**src/rtl/attn_presoft_seq.sv**
```systemverilog
// rtl/attn_presoft_seq.sv - sequencer and score drain controller for the attention pre-softmax engine
module attn_presoft_seq #(
  parameter int T      = 4,
  parameter int DATA_W = 32,
  parameter int TO_CYC = 4096,
  parameter int T_W    = (T <= 1) ? 1 : $clog2(T)
) (
  input  logic              clk,
  input  logic              rst_n,
  input  logic              cmd_valid,
  output logic              cmd_ready,
  input  logic [15:0]       cmd_d_len,
  input  logic [T-1:0]      cmd_pad_valid,
  input  logic              cmd_causal_en,
  output logic              ps_start,
  output logic [15:0]       ps_d_len,
  output logic [T-1:0]      ps_pad_valid,
  output logic              ps_causal_en,
  input  logic              ps_busy,
  input  logic              ps_done,
  output logic              ps_sc_re,
  output logic [T_W-1:0]    ps_sc_tq,
  output logic [T_W-1:0]    ps_sc_tk,
  input  logic [DATA_W-1:0] ps_scm_rdata,
  input  logic              ps_scm_rvalid,
  input  logic              ps_row_max_valid,
  input  logic [DATA_W-1:0] ps_row_max,
  output logic              out_valid,
  input  logic              out_ready,
  output logic [DATA_W-1:0] out_data,
  output logic [T_W-1:0]    out_tq,
  output logic [T_W-1:0]    out_tk,
  output logic              out_row_last,
  output logic              out_mat_last,
  output logic [DATA_W-1:0] out_row_max,
  output logic              busy,
  output logic              done,
  output logic              err_timeout
);

  typedef enum logic [2:0] {
    IDLE, START, WAIT_DONE, RD_ISSUE, RD_WAIT, RM_WAIT, OUT, FIN
  } state_t;

  localparam int WD_W = $clog2(TO_CYC + 1);
  localparam logic [T_W-1:0] LAST = T_W'(T - 1);

  state_t            state, next_state;
  logic [T_W-1:0]    tq, tk;
  logic [DATA_W-1:0] data_q;
  logic [DATA_W-1:0] row_max_q;
  logic              rm_flag;
  logic [WD_W-1:0]   wd_cnt;
  logic              wd_expire;
  logic              timeout;
  logic              rm_capture;
  logic              wait_state;
  logic              unused_busy;

  // Engine busy is informational only; the done handshake alone drives sequencing.
  assign unused_busy = ps_busy;

  assign cmd_ready    = (state == IDLE);
  assign busy         = (state != IDLE);
  assign ps_start     = (state == START);
  assign ps_sc_re     = (state == RD_ISSUE);
  assign ps_sc_tq     = tq;
  assign ps_sc_tk     = tk;
  assign out_valid    = (state == OUT);
  assign out_data     = data_q;
  assign out_tq       = tq;
  assign out_tk       = tk;
  assign out_row_last = (state == OUT) && (tk == LAST);
  assign out_mat_last = (state == OUT) && (tk == LAST) && (tq == LAST);
  assign out_row_max  = row_max_q;
  assign done         = (state == FIN);

  assign wait_state = (state == WAIT_DONE) || (state == RD_WAIT) || (state == RM_WAIT);
  assign wd_expire  = (wd_cnt == WD_W'(TO_CYC - 1));

  // Row max is taken from the first read of a row until its last beat is presented;
  // the held last beat must not see its row max change underneath it.
  assign rm_capture = ps_row_max_valid &&
                      ((state == RD_ISSUE) || (state == RD_WAIT) || (state == RM_WAIT) ||
                       ((state == OUT) && (tk != LAST)));

  // State register.
  always_ff @(posedge clk or negedge rst_n) begin
    if (!rst_n) state <= IDLE;
    else        state <= next_state;
  end

  // Next-state logic; a wait that expires abandons the job without a done pulse.
  always_comb begin
    next_state = state;
    timeout    = 1'b0;
    case (state)
      IDLE:      if (cmd_valid) next_state = START;
      START:     next_state = WAIT_DONE;
      WAIT_DONE: begin
        if (ps_done)        next_state = RD_ISSUE;
        else if (wd_expire) begin next_state = IDLE; timeout = 1'b1; end
      end
      RD_ISSUE:  next_state = RD_WAIT;
      RD_WAIT: begin
        if (ps_scm_rvalid) begin
          if ((tk == LAST) && !rm_flag && !ps_row_max_valid) next_state = RM_WAIT;
          else                                               next_state = OUT;
        end else if (wd_expire) begin
          next_state = IDLE;
          timeout    = 1'b1;
        end
      end
      RM_WAIT: begin
        if (ps_row_max_valid) next_state = OUT;
        else if (wd_expire)   begin next_state = IDLE; timeout = 1'b1; end
      end
      OUT: begin
        if (out_ready) begin
          if ((tq == LAST) && (tk == LAST)) next_state = FIN;
          else                              next_state = RD_ISSUE;
        end
      end
      FIN:       next_state = IDLE;
      default:   next_state = IDLE;
    endcase
  end

  // Command latch, beat indices, output register, row-max capture and watchdog.
  always_ff @(posedge clk or negedge rst_n) begin
    if (!rst_n) begin
      ps_d_len     <= '0;
      ps_pad_valid <= '0;
      ps_causal_en <= 1'b0;
      tq           <= '0;
      tk           <= '0;
      data_q       <= '0;
      row_max_q    <= '0;
      rm_flag      <= 1'b0;
      wd_cnt       <= '0;
      err_timeout  <= 1'b0;
    end else begin
      case (state)
        IDLE: begin
          if (cmd_valid) begin
            ps_d_len     <= cmd_d_len;
            ps_pad_valid <= cmd_pad_valid;
            ps_causal_en <= cmd_causal_en;
            err_timeout  <= 1'b0;
            tq           <= '0;
            tk           <= '0;
            rm_flag      <= 1'b0;
          end
        end
        RD_WAIT: if (ps_scm_rvalid) data_q <= ps_scm_rdata;
        OUT: begin
          if (out_ready) begin
            if (tk == LAST) begin
              tk      <= '0;
              tq      <= tq + T_W'(1);
              rm_flag <= 1'b0;
            end else begin
              tk <= tk + T_W'(1);
            end
          end
        end
        default: ;
      endcase
      if (rm_capture) begin
        row_max_q <= ps_row_max;
        rm_flag   <= 1'b1;
      end
      if (timeout) err_timeout <= 1'b1;
      if (state != next_state) wd_cnt <= '0;
      else if (wait_state)     wd_cnt <= wd_cnt + WD_W'(1);
    end
  end

endmodule

```
**config.mk**
```make
export PLATFORM = sky130hd
export DESIGN_NAME = attn_presoft_seq
export DESIGN_NICKNAME = d
export VERILOG_FILES = /design/src/rtl/attn_presoft_seq.sv
export SDC_FILE = /design/constraint.sdc
export NUM_CORES = 1
export LEC_CHECK = 0
export BUFFER_PORTS_ARGS = -buffer_cell sky130_fd_sc_hd__buf_2
export CAP_MARGIN = 15
export CELL_PAD_IN_SITES_DETAIL_PLACEMENT = 0
export CELL_PAD_IN_SITES_GLOBAL_PLACEMENT = 2
export CORE_ASPECT_RATIO = 0.9
export CORE_MARGIN = 5
export CORE_UTILIZATION = 33
export DETAILED_ROUTE_END_ITERATION = 10
export GPL_TIMING_DRIVEN = 0
export PLACE_DENSITY_LB_ADDON = 0.1
export SETUP_SLACK_MARGIN = 0.15
export SKIP_LAST_GASP = 1
export SLEW_MARGIN = 20
export SYNTH_ARGS = -nofsm -noshare
export SYNTH_HDL_FRONTEND = slang
export SYNTH_SLANG_ARGS = --single-unit
```
**constraint.sdc**
```tcl
create_clock -name clk -period 4.9 [get_ports clk]
set_clock_uncertainty 0.1 [all_clocks]
set_input_delay 0.49 -clock clk [delete_from_list [all_inputs] [get_ports clk]]
set_output_delay 0.49 -clock clk [all_outputs]
set_load 0.02 [all_outputs]
```
-- After elaboration in Yosys (flattened, before gate mapping)
Index checks and enable logic that the tools add are counted.
- reductions and logical operators: 27
- add/sub/neg operators: 3
- mux-type cells: 30
- equality and inequality tests: 18
- operator list (kind ; number):
    $mux W13 ; 2
    $pmux W3 S8 ; 1
    $mux W3 ; 7
    $add A13 B1 Y13 const B ; 1
    $eq A13 B12 Y1 const B ; 1
    $eq A3 B3 Y1 const B ; 4
    $mux W2 ; 6
    $mux W1 ; 10
    $pmux W2 S2 ; 2
    $reduce_and A4 Y1 ; 2
    $reduce_bool A2 Y1 ; 4
    $logic_and A1 B1 Y1 ; 7
    $eq A3 B2 Y1 const B ; 2
    $ne A3 B1 Y1 const B ; 2
    $reduce_and A2 Y1 ; 3
    $reduce_bool A3 Y1 ; 2
    $logic_or A1 B1 Y1 ; 5
    $add A2 B1 Y2 const B ; 2
    $eq A2 B2 Y1 const B ; 2
    $ne A2 B1 Y1 const B ; 2
    $ne A2 B2 Y1 const B ; 2
    $eq A3 B1 Y1 const B ; 1
    $logic_not A3 Y1 ; 1
    $ne A3 B2 Y1 const B ; 1
    other kinds (5) ; 6
- word-level logic and storage cells: 89
- register bits: 107
- output and inout port bits: 102
- input port bits: 93

-- Depth between registers and ports, before layout
Gate-level depths: netlist of the first run.
- word-level depth: 8
- depth in mapped cells: 7
- mapped depth without buffers: 5

-- Least setup slack after synthesis of the first run
No wires, ideal clock.
- path kind: flip-flop to flip-flop
- start point: register tk[0], in the netlist out_tk[0]
- end point: register row_max_q[10], in the netlist out_row_max[10]
- stages on the path, launching flop included: 8
- data required time: 4675 ps
- arrival time: 2043 ps
- slack: 2632 ps
- cells stage by stage: dfrtp_1 ha_1 clkbuf_1 o21ai_0 and2_1 o21ai_1 buf_2 mux2_2
- longest elaborated chain between the ends: 4
- RTL lines (what ; RTL line ; text):
    start, declared ; 49 ; logic [T_W-1:0] tq, tk;
    start signal, assigned ; 163 ; tk <= tk + T_W'(1);
    $ne A2 B2 Y1 ; 85 ; ((state == OUT) && (tk != LAST)));
    $logic_and A1 B1 Y1 ; 85 ;
    $logic_or A1 B1 Y1 ; 84 ; ((state == RD_ISSUE) || (state == RD_WAIT) || (state == RM_WAIT) ||
    $logic_and A1 B1 Y1 ; 83 ; assign rm_capture = ps_row_max_valid &&
    end signal, assigned ; 170 ; row_max_q <= ps_row_max;
    end, declared ; 51 ; logic [DATA_W-1:0] row_max_q;
No other way between the ends.
A chain may end at the register's enable or synchronous reset.

-- Worst setup path in the final report of the first run
- start point: register tk[0], in the netlist out_tk[0]
- end point: register row_max_q[12], in the netlist out_row_max[12]
The elaborated chain is that of the path after synthesis.

==> results.yml, run 1 <==
run_status:
  status: "completed"
clock_network:
  clock_latency_ns: 0.35
  cts_hold_buf: 1
  cts_tree: "done"
  tritoncts.num_buffers: 9
  htree_levels: 3
  clockBufferDepth: 2
  clockRootBuffer: "clkbuf_16"
  postCtsSetupBuffers: 0
  clk_pin_slew_ns: 0.07
  cts.sink_count: 107
  cts_resized: 0
global_route:
  grt_pass1_vias: 3813
  antenna_found_initial: 1
  grt_max_degree: 63
  grt_overflow: 0
  grt_pass1_wl_um: 20300
  grtUsageTotal: 0.158
worst_setup_path:
  critPathKind: "flip-flop to flip-flop"
  critPathMaxFanout: 10
  cp.required_ns: 5.03
  regToRegSetupSlack_ns: 2.14
  critPathCaptureType: "flip-flop"
  reg2reg_depth: 7
  r2r_end: "out_row_max[12]"
  arrival_ns: 2.89
  reg2reg_from: "out_tk[0]"
  start_kind: "flip-flop"
yosys:
  synthDistinctLibCells: 53
  syn_area_um2: 4640
  synthCells: 340
  synth_seq_area_share: 0.577
  synth_fp_nets: 436
  ys_ff_latch: 107
  syn_avg_cell_area_um2: 13.7
  yosysTopAreaCell: "dfrtp_1"
  synth_common_cells: "dfrtp_1 (107), mux2_2 (85), o21ai_0 (13)"
  ys.flop_type: "dfrtp_1"
  yosysWarnings: 0
  yosysMostFrequentCell: "dfrtp_1"
  synth-edff-count: 0
  yosys-top-cells-area: "dfrtp_1 (58%), mux2_2 (21%), o21ai_0 (1.4%), nor4_1 (1.3%), buf_2 (1.1%)"
  async_flop_share: 1.00
  synth_top_area_share: 0.577
timing:
  hold_violations: 0
  drv_slew: 0
  tns_ns: 0
  setup_viol: 0
  tightest_slew_ns: 0.718
  fin_crit_ns: 2.76
  slew_headroom: 0.520
  fin_crit_sh: 0.563
  max_freq_mhz: 362
  rsz0062_at_grt: "false"
  hold_ws_ns: 0.267
power:
  power_density_nw_per_um2: 679
  p_leak_nw: 2.92
  power_w: 0.00420
  vdd.ir_drop.worst_uv: 429
die:
  die_w_um: 135
  start_util: 0.334
  die_area_um2: 16500
  die_h_um: 123
  num_rows: 41
  coreArea_um2: 13900
  ios: 195
drt:
  viasPerCell: 4.71
  ant_nets: 0
  drt-total-wl_um: 12300
  drc_errors: 0
  first_iter_violations: 128
  drtPass1Iterations: 4
  vias: 3497
  wl_per_cell_um: 16.6
place:
  dpl.hpwl_um: 9400
  postPlaceCellArea_um2: 5880
  numPortBuffers: 193
  dp.cells: 727
  routabilityCongestion: 0.743
finish:
  syn_to_final_growth_pct: 33.2
  num-fill-cells: 1334
  multi_input_area_um2: 1820
  seq_area_um2: 2680
  drive_gt1_frac: 0.577
  stdcell_count: 743
  fin_nets: 642
  fin_area_um2: 6180
worst_hold_path:
  min_to: "out_data[12]"
  min_path_cells: 2
  min_path_type: "primary input to flip-flop"
  holdCritStartpoint: "ps_scm_rdata[12]"
job:
  maxCapViolCount: 0
[logic make-up after synthesis]
group	after synthesis	share of synthesized area
AO/OA/AOI/OAI	45	0.0752
XOR/XNOR	7	0.0132
adder cells (fa/ha/maj)	3	0.00809
buffers and inverters	27	0.0302
flip-flops	107	0.577
multiplexers	88	0.213
AND/OR/NAND/NOR	63	0.0838
[routing by layer]
metal  share of wire  global-route usage  vias to the layer above
li1                -                   -                     1652
met1            0.41               0.192                     1713
met2            0.47               0.248                      122
met3            0.11              0.0840                        8
met4          0.0098              0.0378                        2
met5          0.0011                   0                        -
[per-stage QoR]
| stage | worst slack, ns | utilization |
|---|---|---|
| floorplan | 2.63 | - |
| global placement | 1.94 | 0.421 |
| detailed placement | 2.03 | 0.423 |
| CTS | 2.03 | 0.445 |
| global route | 1.86 | 0.445 |
| finish | 2.14 | 0.445 |
[flip-flops by register name (all words and copies together) (netlist names)]
name / count
err_timeout: 1
out_data: 32
out_row_max: 32
out_tk: 2
out_tq: 2
ps_causal_en: 1
ps_d_len: 16
ps_pad_valid: 4
rm_flag: 1
state: 3
wd_cnt: 13
[where the power goes]
part	total [W]	leakage [nW]	switching [W]	internal, W
Combinational	0.00201	1.47	0.00119	0.000820
Clock	0.000724	0.140	0.000329	0.000396
Sequential	0.00146	1.30	0.000187	0.00128
Total	0.00420	2.92	0.00171	0.00249
[worst max path at each step]
stage / start / slack (ns) / endpoint
2_1_floorplan: out_tk[0] / 2.63 / out_row_max[10]
4_1_cts: out_tk[0] / 2.03 / out_row_max[17]
5_1_grt: out_tk[0] / 1.86 / out_row_max[3]
6_report: out_tk[0] / 2.14 / out_row_max[12]
3_5_place_dp: out_tk[1] / 2.03 / out_row_max[16]
3_3_place_gp: rst_n / 1.94 / ps_d_len[12]
[final cells by class]
type	count	area share
sequential	107	0.433
inverter	4	0.00243
buffer	23	0.0202
clock inverter	5	0.0101
clock buffer	9	0.0364
timing repair buffer	195	0.163
tap	193	0.0391
antenna	1	0.000405
multi-input combinational	206	0.295
[worst max-delay path, stage by stage (launching register included)]
cell and delay (ns):
dfrtp_1 0.43, ha_1 0.22, clkbuf_1 0.33, o21ai_0 0.11, and2_1 0.16, o21ai_1 0.56, buf_2 0.37, mux2_2 0.36
[placed cells by master (no fill, tap or decap), drive strengths merged, types with 3 or more instances in the layout]
| master | instances |
|---|---|
| mux2i | 3 |
| dfrtp | 107 |
| ha | 3 |
| a211oi | 3 |
| buf | 210 |
| nand3b | 3 |
| o21ai | 14 |
| nor4 | 10 |
| nand2b | 3 |
| nor2 | 6 |
| a21oi | 4 |
| inv | 6 |
| nand3 | 5 |
| mux2 | 85 |
| xor2 | 5 |
| nand2 | 9 |
| clkbuf | 16 |
| a2111oi | 5 |
| or3 | 6 |
Power figures use the tool's default switching activity.
==> run 2: changes to the inputs <==
CORE_UTILIZATION = 30   (was 33)
clock period = 2.9 ns   (was 4.9 ns; I/O delays follow)
==> results.yml, run 2 (same netlist as run 1, synthesis figures left out) <==
timing:
  drv_slew: 0
  slew_headroom: 0.534
  hold_violations: 0
  setup_viol: 0
  tns_ns: 0
  fin_crit_sh: 0.860
  rsz0062_at_grt: "false"
  tightest_slew_ns: 0.697
  max_freq_mhz: 401
  fin_crit_ns: 2.49
  hold_ws_ns: 0.0677
worst_setup_path:
  critPathKind: "flip-flop to flip-flop"
  start_kind: "flip-flop"
  cp.required_ns: 2.99
  critPathCaptureType: "flip-flop"
  crit_start: "state[2]"
  reg2reg_from: "state[2]"
  arrival_ns: 2.59
  critPathMaxFanout: 10
drt:
  drc_errors: 0
  ant_nets: 0
  drt-total-wl_um: 12600
  vias: 3502
  wl_per_cell_um: 16.8
  first_iter_violations: 130
  viasPerCell: 4.65
  drtPass1Iterations: 4
die:
  die_area_um2: 18100
  start_util: 0.304
  die_w_um: 141
  die_h_um: 128
  ios: 195
  num_rows: 43
  coreArea_um2: 15300
power:
  p_leak_nw: 2.92
  power_density_nw_per_um2: 1140
  vdd.ir_drop.worst_uv: 563
clock_network:
  htree_levels: 3
  clockRootBuffer: "clkbuf_16"
  clock_latency_ns: 0.35
  cts_tree: "done"
  clk_pin_slew_ns: 0.07
  clockBufferDepth: 2
  tritoncts.num_buffers: 9
  cts.sink_count: 107
  postCtsSetupBuffers: 0
worst_hold_path:
  min_path_type: "primary input to flip-flop"
  holdCritStartpoint: "cmd_d_len[10]"
global_route:
  grt_pass1_vias: 3933
  grt_max_degree: 66
  grt_pass1_wl_um: 20900
  grt_overflow: 0
  grtUsageTotal: 0.147
  antenna_found_initial: 1
finish:
  fin_area_um2: 6200
  final_cell_mix: "buf_2 (202), dfrtp_1 (107), mux2_2 (85)"
  fin_nets: 642
  final_common_cell: "buf_2"
  syn_to_final_growth_pct: 33.5
  drive_gt1_frac: 0.582
place:
  numPortBuffers: 193
  dpl.hpwl_um: 9700
  routabilityCongestion: 0.755
  postPlaceCellArea_um2: 5890
job:
  maxCapViolCount: 0
run_status:
  status: "completed"
run 2: path summary, 6_finish.rpt:
path,to,slack (ns),depth (start not counted)
worst max-delay path,wd_cnt[12],0.41,5
worst min-delay path,ps_d_len[10],0.07,2
worst max register to register,wd_cnt[12],0.41,5
worst min register to register,out_row_max[26],0.40,1
max in group asynchronous,wd_cnt[7],1.65,3
min in group asynchronous,out_data[23],0.42,2
run 2: repair_timing:
item                                    in CTS  in global routing
hold buffers                                 1                  0
endpoints found under the setup margin      29                 38
endpoints found under the hold margin       64                  0
resized for setup                            1                  5
run 2: where the power goes:
part           switching (W)  total [W]  internal (W)
Clock               0.000557    0.00117      0.000612
Sequential          0.000322    0.00248       0.00216
Combinational        0.00202    0.00342       0.00140
Total                0.00290    0.00706       0.00416
run 2: critical path: stages, from the launching register on:
cell and delay [ns]:
dfrtp_1 0.38, buf_2 0.18, nor3b_1 0.54, o21ai_0 0.31, or3_1 0.36, a2111oi_0 0.48
run 2: area by class of cell:
class | count | area [um2]
diodes | 1 | 2.50
plain buffers | 23 | 128
clock buffers | 11 | 243
clock inverters | 4 | 33.8
fillers | 1538 | 9080
inverters | 4 | 15.0
multi-input cells | 206 | 1840
flip-flops and latches | 107 | 2680
well taps | 202 | 253
repair buffers | 195 | 1010
run 2: per-layer routing:
metal | up-vias | routed length, um | track usage
met2 | 114 | 5920 | 0.235
met3 | 16 | 1150 | 0.0664
li1 | 1669 | - | -
met5 | - | 20 | 0
met4 | 2 | 240 | 0.0496
met1 | 1701 | 5300 | 0.175
run 2: per-stage QoR:
stage / setup slack, ns / utilization / cells / total power, W
finish: 0.407 / 0.406 / 753 / 0.00706
global route: 0.167 / 0.405 / 752 / 0.00758
CTS: 0.265 / 0.405 / 752 / 0.00720
detailed placement: 0.0432 / 0.386 / 736 / 0.00597
global placement: 0.0163 / 0.384 / 735 / 0.00593
floorplan: 0.632 / - / 340 / 0.00475
==> run 3: changes to the inputs <==
CORE_UTILIZATION = 27   (was 30)
SLEW_MARGIN = 10   (was 20)
clock period = 2.2 ns   (was 2.9 ns; I/O delays follow)
==> results.yml, run 3 (same netlist as run 1, synthesis figures left out) <==
run_status:
  status: "completed"
drt:
  vias: 3954
  viasPerCell: 4.57
  wl_per_cell_um: 16.5
  drtPass1Iterations: 4
  first_iter_violations: 76
  ant_nets: 0
  drt-total-wl_um: 14300
  drc_errors: 0
finish:
  final_common_cell: "buf_2"
  stdcell_count: 866
  drive_gt1_frac: 0.563
  antenna_cells: 0
  fin_area_um2: 7480
  syn_to_final_growth_pct: 61.1
  final_cell_mix: "buf_2 (192), dfrtp_1 (106), mux2_2 (85)"
  fin_nets: 747
  fin_util: 0.443
power:
  vdd.ir_drop.worst_uv: 677
  p_leak_nw: 3.45
  power_density_nw_per_um2: 1360
die:
  ios: 195
  die_area_um2: 19900
  start_util: 0.275
  num_rows: 45
  coreArea_um2: 16900
  die_w_um: 148
  die_h_um: 134
place:
  routabilityCongestion: 0.726
  postPlaceCellArea_um2: 5920
  dpl.hpwl_um: 10100
  pre_cts_slack_ns: -0.426
  dp.cells: 745
  numPortBuffers: 193
worst_setup_path:
  arrival_ns: 2.33
  worstPathCellList: "buf_6, or3b_4, a211o_4, or3_4, a2111oi_4"
  r2r_end: "wd_cnt[9]"
  crit_path_max_incr_delay_ns: 0.39
  reg2reg_from: "state[0]"
  start_kind: "flip-flop"
  reg2reg_depth: 5
  cp.required_ns: 2.35
  regToRegSetupSlack_ns: 0.02
  crit_slowest_cell: "or3_4"
  critPathCaptureType: "flip-flop"
  critPathKind: "flip-flop to flip-flop"
  critPathMaxFanout: 6
global_route:
  antenna_found_initial: 0
  grt_overflow: 0
  grt_pass1_vias: 4429
  grt_max_degree: 74
  grtUsageTotal: 0.145
  grt_pass1_wl_um: 23100
clock_network:
  tritoncts.num_buffers: 9
  clk_pin_slew_ns: 0.07
  clockRootBuffer: "clkbuf_16"
  clockBufferDepth: 2
  clock_latency_ns: 0.35
  cts_tree: "done"
  htree_levels: 3
  cts.sink_count: 107
timing:
  slew_headroom: 0.684
  max_freq_mhz: 458
  drv_slew: 0
  fin_crit_sh: 0.992
  fin_crit_ns: 2.18
  hold_violations: 0
  layout_setup_ws_ns: 0.0180
  rsz0062_at_grt: "true"
  hold_ws_ns: 0.0139
  setup_viol: 0
  tightest_slew_ns: 0.471
worst_hold_path:
  holdCritStartpoint: "ps_scm_rdata[3]"
  min_path_cells: 2
  min_path_type: "primary input to flip-flop"
  min_to: "out_data[3]"
job:
  maxCapViolCount: 0
run 3: cell count changes in the layout (fill, tap and decap cells not counted), sizes merged:
cell / change
inv: -1
clkinvlp: +2
diode: -1
buf: +28
dlygate4sd3: +79
clkbuf: -3
run 3: area by class of cell:
class	count	area, um2
Buffer	23	203
Clock buffer	10	239
Clock inverter	5	48.8
Fill cell	1585	9410
Inverter	4	15.0
Multi-Input combinational cell	206	1990
Sequential cell	107	2680
Tap cell	211	264
Timing Repair Buffer	300	2040
run 3: where the power goes:
part	leakage [nW]	internal (W)	total [W]	switching (W)
clock network	0.134	0.000810	0.00159	0.000781
logic	2.01	0.00238	0.00532	0.00294
registers	1.30	0.00284	0.00328	0.000439
run 3: worst max-delay path by stage:
stage	startpoint	endpoint	slack, ns	depth (start not counted)
6_report	state[0]	wd_cnt[9]	0.02	5
5_1_grt	state[0]	wd_cnt[9]	-0.03	5
4_1_cts	state[0]	wd_cnt[9]	0.05	5
3_5_place_dp	state[2]	wd_cnt[10]	-0.43	7
3_3_place_gp	rst_n	out_tk[0]	-0.75	1
2_1_floorplan	state[0]	wd_cnt[9]	0.16	5
run 3: critical path: cells and delay by family, from the launching register on:
family,cells,cell delay (ns)
buf+inv,1,0.13
flops,1,0.37
compound gates,2,0.71
simple gates,2,0.77
run 3: routing by layer:
metal,wire (um),track usage
met1,5930,0.173
met2,7290,0.254
met3,963,0.0537
met4,148,0.0277
met5,0,0
run 3: timing repair:
item                                    CTS  global route
gates cloned                              2             0
endpoints found under the setup margin  104            59
setup buffers                            19             5
hold buffers                             80             0
pin swaps                                 8             9
gates resized for setup                  43            17
endpoints found under the hold margin   113             0
run 3: metrics by stage:
stage | total power (W) | setup TNS (ns)
2_1_floorplan | 0.00630 | 0
3_5_place_dp | 0.00795 | -13.51
4_1_cts | 0.0103 | 0
3_3_place_gp | 0.00788 | -73.22
6_report | 0.0102 | 0
5_1_grt | 0.0108 | -0.0480
